**src/rtl/inst_fetcher_pkg.sv**
```systemverilog
// Shared constants, queue entry layout and next-PC prediction for the instruction fetcher.
// All fetch-side modules import this package so the JAL opcode and default depth exist once.
package inst_fetcher_pkg;

  localparam int          IQ_DEPTH_DEFAULT = 4;
  localparam logic [6:0]  OPC_JAL          = 7'b1101111;

  typedef struct packed {
    logic [31:0] inst;
    logic [31:0] pc;
    logic [31:0] pred;
  } iq_entry_t;

  // Static prediction: only JAL is taken, everything else falls through.
  function automatic logic [31:0] predict_next_pc(input logic [31:0] pc_v, input logic [31:0] inst_v);
    logic [31:0] imm_v;
    imm_v = {{11{inst_v[31]}}, inst_v[31], inst_v[19:12], inst_v[20], inst_v[30:21], 1'b0};
    if (inst_v[6:0] == OPC_JAL) begin
      return pc_v + imm_v;
    end else begin
      return pc_v + 32'd4;
    end
  endfunction

endpackage

```
**src/rtl/inst_queue.sv**
```systemverilog
// Circular instruction FIFO between fetch and decode.
// en freezes every register; clear empties the queue and beats any same-cycle push/pop.
module inst_queue
  import inst_fetcher_pkg::*;
#(
  parameter int DEPTH = IQ_DEPTH_DEFAULT
) (
  input  logic      clk_in,
  input  logic      rst_in,
  input  logic      en,
  input  logic      clear,
  input  logic      push,
  input  iq_entry_t push_data,
  input  logic      pop,
  output logic      full,
  output logic      empty,
  output iq_entry_t head_data
);

  localparam int               PTR_W    = $clog2(DEPTH);
  localparam int               CNT_W    = PTR_W + 1;
  localparam logic [PTR_W-1:0] PTR_ONE  = PTR_W'(1);
  localparam logic [CNT_W-1:0] CNT_ONE  = CNT_W'(1);
  localparam logic [CNT_W-1:0] FULL_CNT = CNT_W'(DEPTH);

  iq_entry_t        mem_r [DEPTH];
  logic [PTR_W-1:0] head_r;
  logic [PTR_W-1:0] tail_r;
  logic [CNT_W-1:0] count_r;
  logic             full_s;
  logic             empty_s;
  logic             push_ok_s;
  logic             pop_ok_s;

  // Occupancy flags and qualified push/pop strobes.
  always_comb begin
    full_s    = (count_r == FULL_CNT);
    empty_s   = (count_r == '0);
    push_ok_s = push && !full_s;
    pop_ok_s  = pop && !empty_s;
  end

  // Pointer and occupancy state.
  always_ff @(posedge clk_in) begin
    if (!rst_in) begin
      head_r  <= '0;
      tail_r  <= '0;
      count_r <= '0;
    end else if (en && clear) begin
      head_r  <= '0;
      tail_r  <= '0;
      count_r <= '0;
    end else if (en) begin
      if (push_ok_s) begin
        tail_r <= tail_r + PTR_ONE;
      end
      if (pop_ok_s) begin
        head_r <= head_r + PTR_ONE;
      end
      case ({push_ok_s, pop_ok_s})
        2'b10:   count_r <= count_r + CNT_ONE;
        2'b01:   count_r <= count_r - CNT_ONE;
        default: count_r <= count_r;
      endcase
    end else begin
      head_r  <= head_r;
      tail_r  <= tail_r;
      count_r <= count_r;
    end
  end

  // Entry storage; contents are don't-care until written, so no reset.
  always_ff @(posedge clk_in) begin
    if (rst_in && en && !clear && push_ok_s) begin
      mem_r[tail_r] <= push_data;
    end
  end

  assign full      = full_s;
  assign empty     = empty_s;
  assign head_data = mem_r[head_r];

endmodule

```
**src/rtl/inst_fetcher.sv**
```systemverilog
// Instruction fetch front end: owns fetch_pc, predicts the next PC and
// buffers returned words in an instruction queue for the decoder.
module inst_fetcher
  import inst_fetcher_pkg::*;
#(
  parameter int IQ_DEPTH = IQ_DEPTH_DEFAULT
) (
  input  logic        clk_in,
  input  logic        rst_in,
  input  logic        rdy_in,
  input  logic        rob_clear_up,
  input  logic [31:0] rob_new_pc,
  output logic [31:0] pc,
  output logic        should_fetch,
  input  logic        fetch_ready,
  input  logic [31:0] inst,
  input  logic [31:0] inst_addr,
  output logic        iq_valid,
  output logic [31:0] iq_inst,
  output logic [31:0] iq_pc,
  output logic [31:0] iq_pred_pc,
  input  logic        iq_pop
);

  logic [31:0] fetch_pc_r;
  logic [31:0] pred_s;
  logic        accept_s;
  logic        full_s;
  logic        empty_s;
  iq_entry_t   push_data_s;
  iq_entry_t   head_s;

  // A response counts only if it answers the current request and there is room for it.
  always_comb begin
    pred_s      = predict_next_pc(fetch_pc_r, inst);
    accept_s    = fetch_ready && (inst_addr == fetch_pc_r) && !rob_clear_up && !full_s;
    push_data_s = '{inst: inst, pc: fetch_pc_r, pred: pred_s};
  end

  // Fetch address: redirect beats sequential advance; rdy_in low freezes it.
  always_ff @(posedge clk_in) begin
    if (!rst_in) begin
      fetch_pc_r <= 32'd0;
    end else if (rdy_in && rob_clear_up) begin
      fetch_pc_r <= rob_new_pc;
    end else if (rdy_in && accept_s) begin
      fetch_pc_r <= pred_s;
    end else begin
      fetch_pc_r <= fetch_pc_r;
    end
  end

  inst_queue #(
    .DEPTH (IQ_DEPTH)
  ) u_inst_queue (
    .clk_in    (clk_in),
    .rst_in    (rst_in),
    .en        (rdy_in),
    .clear     (rob_clear_up),
    .push      (accept_s),
    .push_data (push_data_s),
    .pop       (iq_pop),
    .full      (full_s),
    .empty     (empty_s),
    .head_data (head_s)
  );

  assign pc           = fetch_pc_r;
  assign should_fetch = !full_s;
  assign iq_valid     = !empty_s;
  assign iq_inst      = head_s.inst;
  assign iq_pc        = head_s.pc;
  assign iq_pred_pc   = head_s.pred;

endmodule
```
**config.mk**
```make
export PLATFORM = sky130hd
export DESIGN_NAME = inst_fetcher
export DESIGN_NICKNAME = d
export VERILOG_FILES = /design/src/rtl/inst_fetcher_pkg.sv /design/src/rtl/inst_queue.sv /design/src/rtl/inst_fetcher.sv
export SDC_FILE = /design/constraint.sdc
export NUM_CORES = 1
export LEC_CHECK = 0
export CORE_ASPECT_RATIO = 0.7
export CORE_MARGIN = 2
export CORE_UTILIZATION = 45
export CTS_BUF_LIST = sky130_fd_sc_hd__clkbuf_8
export DETAILED_ROUTE_END_ITERATION = 16
export PLACE_DENSITY = 0.65
export SKIP_LAST_GASP = 1
export SYNTH_ARGS = -nofsm -noshare
export SYNTH_HDL_FRONTEND = slang
export SYNTH_HIERARCHICAL = 1
export SYNTH_SLANG_ARGS = --single-unit
export TNS_END_PERCENT = 50
```
**constraint.sdc**
```tcl
create_clock -name clk_in -period 13.57 [get_ports clk_in]
set_input_delay 2.0355 -clock clk_in [delete_from_list [all_inputs] [get_ports clk_in]]
set_output_delay 2.0355 -clock clk_in [all_outputs]
set_load 0.01 [all_outputs]
```
==> impl_results.md, run 1 <==
* Status: complete, no violations
* Drt via density at around 5.7
* Register area share after synthesis at 66.3%
* Post-route minimum period at ~5600 ps
* Top-Level Pins at about 230
* Number of flops mapped to enable cells by yosys at 384
* Synthesized net count at ~1,300
* Register-to-Register Path Depth at 8
* Combinational power share at 5.8%
* Initial antenna violation count at 0
* Reg clk slew, reported paths at 60 ps
* Drt wl/cell at around 24 um
* Switching share of total power at approximately 23%
* Critical-path top delay cell: buf_4
* CP cell instances: clkdlybuf4s50_1 > xnor2_1 > nand4_1 > nor4_1 > and3_1 > nand2_1 > nor4b_1 > and2_4 > buf_4
* # rows at 62
* Area grow syn2layout at 22.0%
* Num Clock Sinks at 425
* Storage cell area at 12,400 um^2
* CTS Buffer Depth at 3
* ANT nets after route at 0
* Final Hold Violating Endpoints at 0
* Endpoints failing setup at 0
* GPL Wtd Cong at 0.858
* Net switching power figure at between 0.0006 and 0.0007 W
* Register bit total from synthesis at 425
* Synth warnings at 6
* Slew HR at 26.5%
* Placed cells at ~1,900
* Vias in the first global route at 11,290
* Syn Inst Count at between 1,000 and 1,500
* HP Class: flip-flop to flip-flop
* Required time worst endpoint at 13,790 ps
* CTS root buf: clkbuf_8
* Adder-cell area share of the yosys netlist at 2.63%
* Setup TNS at 0 ps
* Post-CTS setup buffers at 0
* Filler cells at 3,357
* Layout cells sized above 1 at between 10% and 20%
* CP Capture Type: flip-flop
* Core ar. at 41,000 um^2
* CTS tree: done
* Worst-skew pair later-pin latency at 620 ps
* Clock Power Share at 39.7%
* Hold Crit Depth at 2
* Leak at 7.67 nW
* Starting DRT DRC Count at 975
* Max Cap Viol at 0
* Worst-path fanout max at 54
* Total CTS buffers at 67
* Worst hold slack at 486 ps
* Drt pass-1 iters at 5
* Die height at roughly 170 um
* Count of cell types in the netlist at 72
* Syn avg cell area at 16.2 um^2
* Mux contribution to synthesized area at 12.1%
* PD cells at 117 nW/um^2
* Die Width at 247 um
* CP startpoint kind: input pin
* Slew Limit Fails at 0
* Setup WS pre-CTS at 7410 ps
* Synthesized area at approximately 19,000 um^2
* Largest family of logic cells by synthesized area: multiplexers
* Hold-fix buffers, CTS at 0
* VDD IR max at 0.0000711 V
* Sequential power share at 54.5%
* PnR worst setup slack at approximately 8000 ps
* Fmax achieved at approximately 0.18 GHz
* CP arrival at 5820 ps
* Internal power at 0.00206 W
* Final critical-path share of the clock period at 41.3%
* Post-route DRC at 0
* Xor/xnor cell area share of the yosys netlist at 3.85%
* Gr ovfl total at 0
* RSZ-0062 raised after global routing: false
* Area of the multi-input gates at 5930 um^2
* Via Count at ~11,000
* DIE AREA at 43,100 um^2
* Final WL at between 40 and 50 mm
* Post-synth ARST share at 0%
* Hpwl dp at 31.7 mm
* Initial Utilization at 45.5%
* Maximum number of pins on one net before global-route repair at 71
* Antenna cells at 0
* Final cell count without fillers at about 2,000
* Simple-gate area share of the yosys netlist at 6.24%
* Port bufs at 231
* Nets at 1,556
* H-Tree Depth at 3
* Synth Flop Type: edfxtp_1
* Global-route wire length before repair at 71.8 mm
* Post-CTS resize count at 0
* Worst path max stage delay at 780 ps
* Final Skew at 28.4 ps
* Slew @ Worst Pin at 1100 ps
* All-Layer GR Usage at 22.6%
* Crit path kind: input pin to flip-flop
* Synth Area in Compound Gates at just under 7%
==> cell families (layout without fill, tap and decap cells) <==
group,Yosys count,count (layout)
AND/OR/NAND/NOR,233,233
flip-flops,425,425
multiplexers,105,105
buffers and inverters,71,380
adder cells (fa/ha/maj),38,38
AO/OA/AOI/OAI,199,199
XOR/XNOR,82,82
==> cell usage in the layout (no fill, tap or decap), types with 17 or more instances in the layout <==
cell type,n
a21o_1,18
a21oi_1,61
a22oi_1,24
clkbuf_8,70
clkdlybuf4s50_1,231
dfxtp_1,39
edfxtp_1,384
ha_1,36
inv_1,37
mux4_2,96
nand2_1,83
nand3_1,20
nand4_1,17
nor2_1,35
o21ai_0,35
xnor2_1,50
xor2_1,32
==> state kept, by name (all words and copies together) (netlist names), named ones only <==
| register | cells |
|---|---|
| u_inst_queue/mem_r | 384 |
| u_inst_queue/tail_r | 2 |
| u_inst_queue/head_r | 2 |
| pc | 32 |
| u_inst_queue/count_r | 3 |
==> synthesized netlist by cell type (2+ instances only) <==
cell type	number	area, um^2
buf_2	19	95.1
a21o_1	18	135
o21bai_1	3	22.5
nor2_1	37	139
nand4_1	17	106
a211oi_1	7	52.6
fa_1	2	40.0
nand2b_1	9	56.3
xnor2_1	50	438
nor4_1	3	18.8
mux2i_1	8	80.1
o221ai_1	5	43.8
buf_8	4	60.1
o211a_1	2	20.0
a22o_1	2	17.5
o211ai_1	5	37.5
xor2_1	32	280
buf_1	4	15.0
o22ai_1	2	12.5
or2_2	3	18.8
clkbuf_1	20	75.1
a211o_1	3	26.3
edfxtp_1	384	11500
nor2b_1	4	25.0
ha_1	36	450
o31ai_1	2	15.0
and2_1	8	50.1
o21a_1	10	75.1
dfxtp_1	41	821
nand2_1	83	312
nor3_1	13	65.1
inv_1	19	71.3
o21ai_0	35	175
a22oi_1	24	180
o21ai_2	2	17.5
nand3b_1	2	15.0
and4_1	4	35.0
a21oi_1	61	305
nand3_1	20	100
a31oi_1	5	31.3
mux4_2	96	2160
and3_1	15	93.8
or3_1	5	31.3
==> cell type report <==
| type | instances | share of cell area, % |
|---|---|---|
| tap | 544 | 2.99 |
| sequential | 425 | 54.3 |
| clock inverter | 45 | 1.36 |
| clock buffer | 70 | 4.24 |
| timing repair buffer | 245 | 10.6 |
| multi-input combinational | 657 | 26.1 |
| inverter | 20 | 0.330 |
==> through the flow <==
step           power, W  area (um^2)  utilization (%)
4_1_cts         0.00268        22700             55.5
3_3_place_gp    0.00163        21500             52.4
2_1_floorplan   0.00155        18600                -
3_5_place_dp    0.00163        21500             52.4
5_1_grt         0.00276        22700             55.5
6_report        0.00266        22700             55.5
==> final timing paths <==
| check | from | to | slack, ps |
|---|---|---|---|
| worst min register to register | u_inst_queue/head_r[1] | flip-flop | 490 |
| worst max-delay path | inst_addr[31] | u_inst_queue/mem_r[0][58] | 7970 |
| worst max register to register | pc[19] | u_inst_queue/mem_r[0][58] | 9060 |
| worst min-delay path | u_inst_queue/head_r[1] | flip-flop | 490 |
==> power by group through the flow <==
stage	clock, W	combinational [W]	sequential, W
after CTS	0.00108	0.000155	0.00145
after floorplan	0	0.0000783	0.00147
after detailed placement	0	0.000154	0.00148
final	0.00106	0.000155	0.00145
after global placement	0	0.000152	0.00148
after global routing	0.00114	0.000169	0.00145
==> critical path: cells and delay by family <==
kind                      cells  cell delay, ps
and+or+nand+nor               6            2260
xor gates and xnor gates      1             130
buffers and inverters         2            1260
==> layer usage <==
metal | vias up | track usage (%) | routed length, um
li1 | 5113 | - | -
met1 | 5802 | 33.3 | 21400
met2 | 431 | 33.8 | 22200
met3 | 73 | 4.65 | 3330
met4 | 0 | 7.58 | 1300
met5 | - | 0 | 0
Note: power is estimated with default switching activity, not from simulation.
==> run 2: changes to the inputs <==
Clock period 13.57 ns to 5.5 ns, I/O delays scaled along.
==> impl_results.md, run 2 (same netlist as run 1, synthesis figures left out) <==
* CTS root buf: clkbuf_8 (unchanged)
* Final WL at 48.4 mm (was 48.2 mm)
* Commonest non-fill, non-tap cell in the layout: edfxtp_1 (unchanged)
* Drt pass-1 iters at 5 (unchanged)
* Worst-path fanout max at 96 (was 54)
* Post-CTS setup buffers at 0 (unchanged)
* CTS Buffer Depth at 3 (unchanged)
* Status: complete, no violations (unchanged)
* H-Tree Depth at 3 (unchanged)
* Core ar. at 41,000 um^2 (unchanged)
* CP arrival at 4550 ps (was 5820 ps)
* Initial antenna violation count at 1 (was 0)
* Fmax achieved at approximately 0.23 GHz
* CP Capture Type: flip-flop (unchanged)
* HP Class: flip-flop to flip-flop (unchanged)
* Maximum number of pins on one net before global-route repair at 97 (was 71)
* Leak at 7.75 nW (was 7.67 nW)
* Hold-fix buffers, CTS at 0 (unchanged)
* # rows at 62 (unchanged)
* Required time worst endpoint at 5730 ps (was 13,790 ps)
* Die Width at 247 um (unchanged)
* PnR worst setup slack at 1180 ps (was 7970 ps)
* Final core occ at 55.9% (was 55.5%)
* Post-CTS resize count at 0 (unchanged)
* Final Hold Violating Endpoints at 0 (unchanged)
* Critical-path top delay cell: nor4_1 (was buf_4)
* Initial Utilization at 45.5% (unchanged)
* Nets at 1,565 (was 1,556)
* ANT nets after route at 0 (unchanged)
* Setup TNS at 0 ps (unchanged)
* Antenna cells at 0 (unchanged)
* CTS tree: done (unchanged)
* Layout cells sized above 1 at 15.2% (was 15.0%)
* Worst path max stage delay at 750 ps (was 780 ps)
* Final Skew at 32.3 ps (was 28.4 ps)
* Drt wl/cell at 24.0 um (about the same)
* Final critical-path share of the clock period at 78.6%
* Post-route DRC at 0 (unchanged)
* Port bufs at 231 (unchanged)
* Most frequent cells in the layout: edfxtp_1, clkdlybuf4s50_1, mux4_2 (unchanged)
* Die height at 174 um (unchanged)
* Global-route wire length before repair at 72.4 mm (was 71.8 mm)
* Slew Limit Fails at 0 (unchanged)
* Drt via density at 5.63 (was 5.69)
* Post-route minimum period at 4320 ps
* Endpoints failing setup at 0 (unchanged)
* CP startpoint kind: input pin (unchanged)
* Delay-heaviest family, CP: simple AND/OR/NAND/NOR gates (unchanged)
* CP cell instances: clkdlybuf4s50_1 > xnor2_1 > nand4_1 > nor4_1 > and3_1 > nand2_1 > nor4b_1 > and2_4 > buf_12 (was clkdlybuf4s50_1 > xnor2_1 > nand4_1 > nor4_1 > and3_1 > nand2_1 > nor4b_1 > and2_4 > buf_4)
* Slew HR at 28.0% (was 26.5%)
* Reg with most FFs: u_inst_queue/mem_r (unchanged)
* DIE AREA at 43,100 um^2 (unchanged)
* Max Cap Viol at 0 (unchanged)
* Top-Level Pins at 232 (unchanged)
* Gr ovfl total at 0 (unchanged)
* VDD IR max at 0.000196 V (was 0.0000711 V)
* R2R setup slack at 1220 ps (was 9060 ps)
* Hpwl dp at 32.0 mm (was 31.7 mm)
* Vias in the first global route at 11,299 (was 11,290)
* Via Count at 11,382 (was 11,419)
* Worst Path Buf+Inv at 2 (unchanged)
* Area grow syn2layout at 23.0% (was 22.0%)
* Crit path kind: input pin to flip-flop (unchanged)
* Slew @ Worst Pin at 1070 ps (was 1100 ps)
* Starting DRT DRC Count at 1,016 (was 975)
* PD cells at 286 nW/um^2 (was 117 nW/um^2)
* All-Layer GR Usage at 22.8% (was 22.6%)
* Max reg flops at 384 (unchanged)
* RSZ-0062 raised after global routing: false (unchanged)
* GPL Wtd Cong at 0.876 (was 0.858)
* Worst-skew pair later-pin latency at 620 ps (about the same)
* Reg clk slew, reported paths at 60 ps (about the same)
* Setup WS pre-CTS at 636 ps (was 7410 ps)
* Total CTS buffers at 68 (was 67)
* Num Clock Sinks at 425 (unchanged)
[run 2: worst register-to-register path, stage by stage (launching register included)]
cell and delay (ps):
dfxtp_1 480, xnor2_1 640, nand4_1 160, nor4_1 750, and3_1 340, nand2_1 180, nor4b_1 510, and2_4 250
buf_12 450
[run 2: power breakdown]
part           switching (W)  internal, W
sequential         0.0000412      0.00353
combinational       0.000217     0.000183
clock                0.00122      0.00137
[run 2: cell type report]
class | instances | area [um^2]
Sequential cell | 425 | 12400
Clock inverter | 49 | 285
Multi-Input combinational cell | 657 | 5950
Clock buffer | 73 | 1000
Tap cell | 544 | 681
Timing Repair Buffer | 253 | 2560
Fill cell | 3287 | 18000
Inverter | 20 | 75.1
[run 2: worst paths after layout]
path / startpoint / end / depth (start not counted)
max: inst_addr[26] / u_inst_queue/mem_r[0][82] / 9
min: u_inst_queue/count_r[2] / u_inst_queue/count_r[2] / 2
max reg2reg: pc[26] / u_inst_queue/mem_r[0][82] / 8
min reg2reg: u_inst_queue/count_r[2] / u_inst_queue/count_r[2] / 2
[run 2: per-stage QoR]
stage	area [um^2]	hold WS (ps)	power, W	instances
2_1_floorplan	18600	453	0.00382	1153
3_5_place_dp	21600	483	0.00403	1899
3_3_place_gp	21600	468	0.00403	1899
5_1_grt	22900	554	0.00679	2021
4_1_cts	22900	499	0.00662	2021
6_report	22900	499	0.00656	2021
[run 2: metal layers]
| layer | up-vias | part of all wire, % | GRT usage, % | routed length [um] |
|---|---|---|---|---|
| li1 | 5144 | - | - | - |
| met1 | 5769 | 44 | 32.9 | 21400 |
| met2 | 394 | 47 | 34.9 | 22600 |
| met3 | 73 | 6.4 | 4.68 | 3120 |
| met4 | 2 | 2.7 | 7.39 | 1320 |
| met5 | - | 0.027 | 0 | 13 |
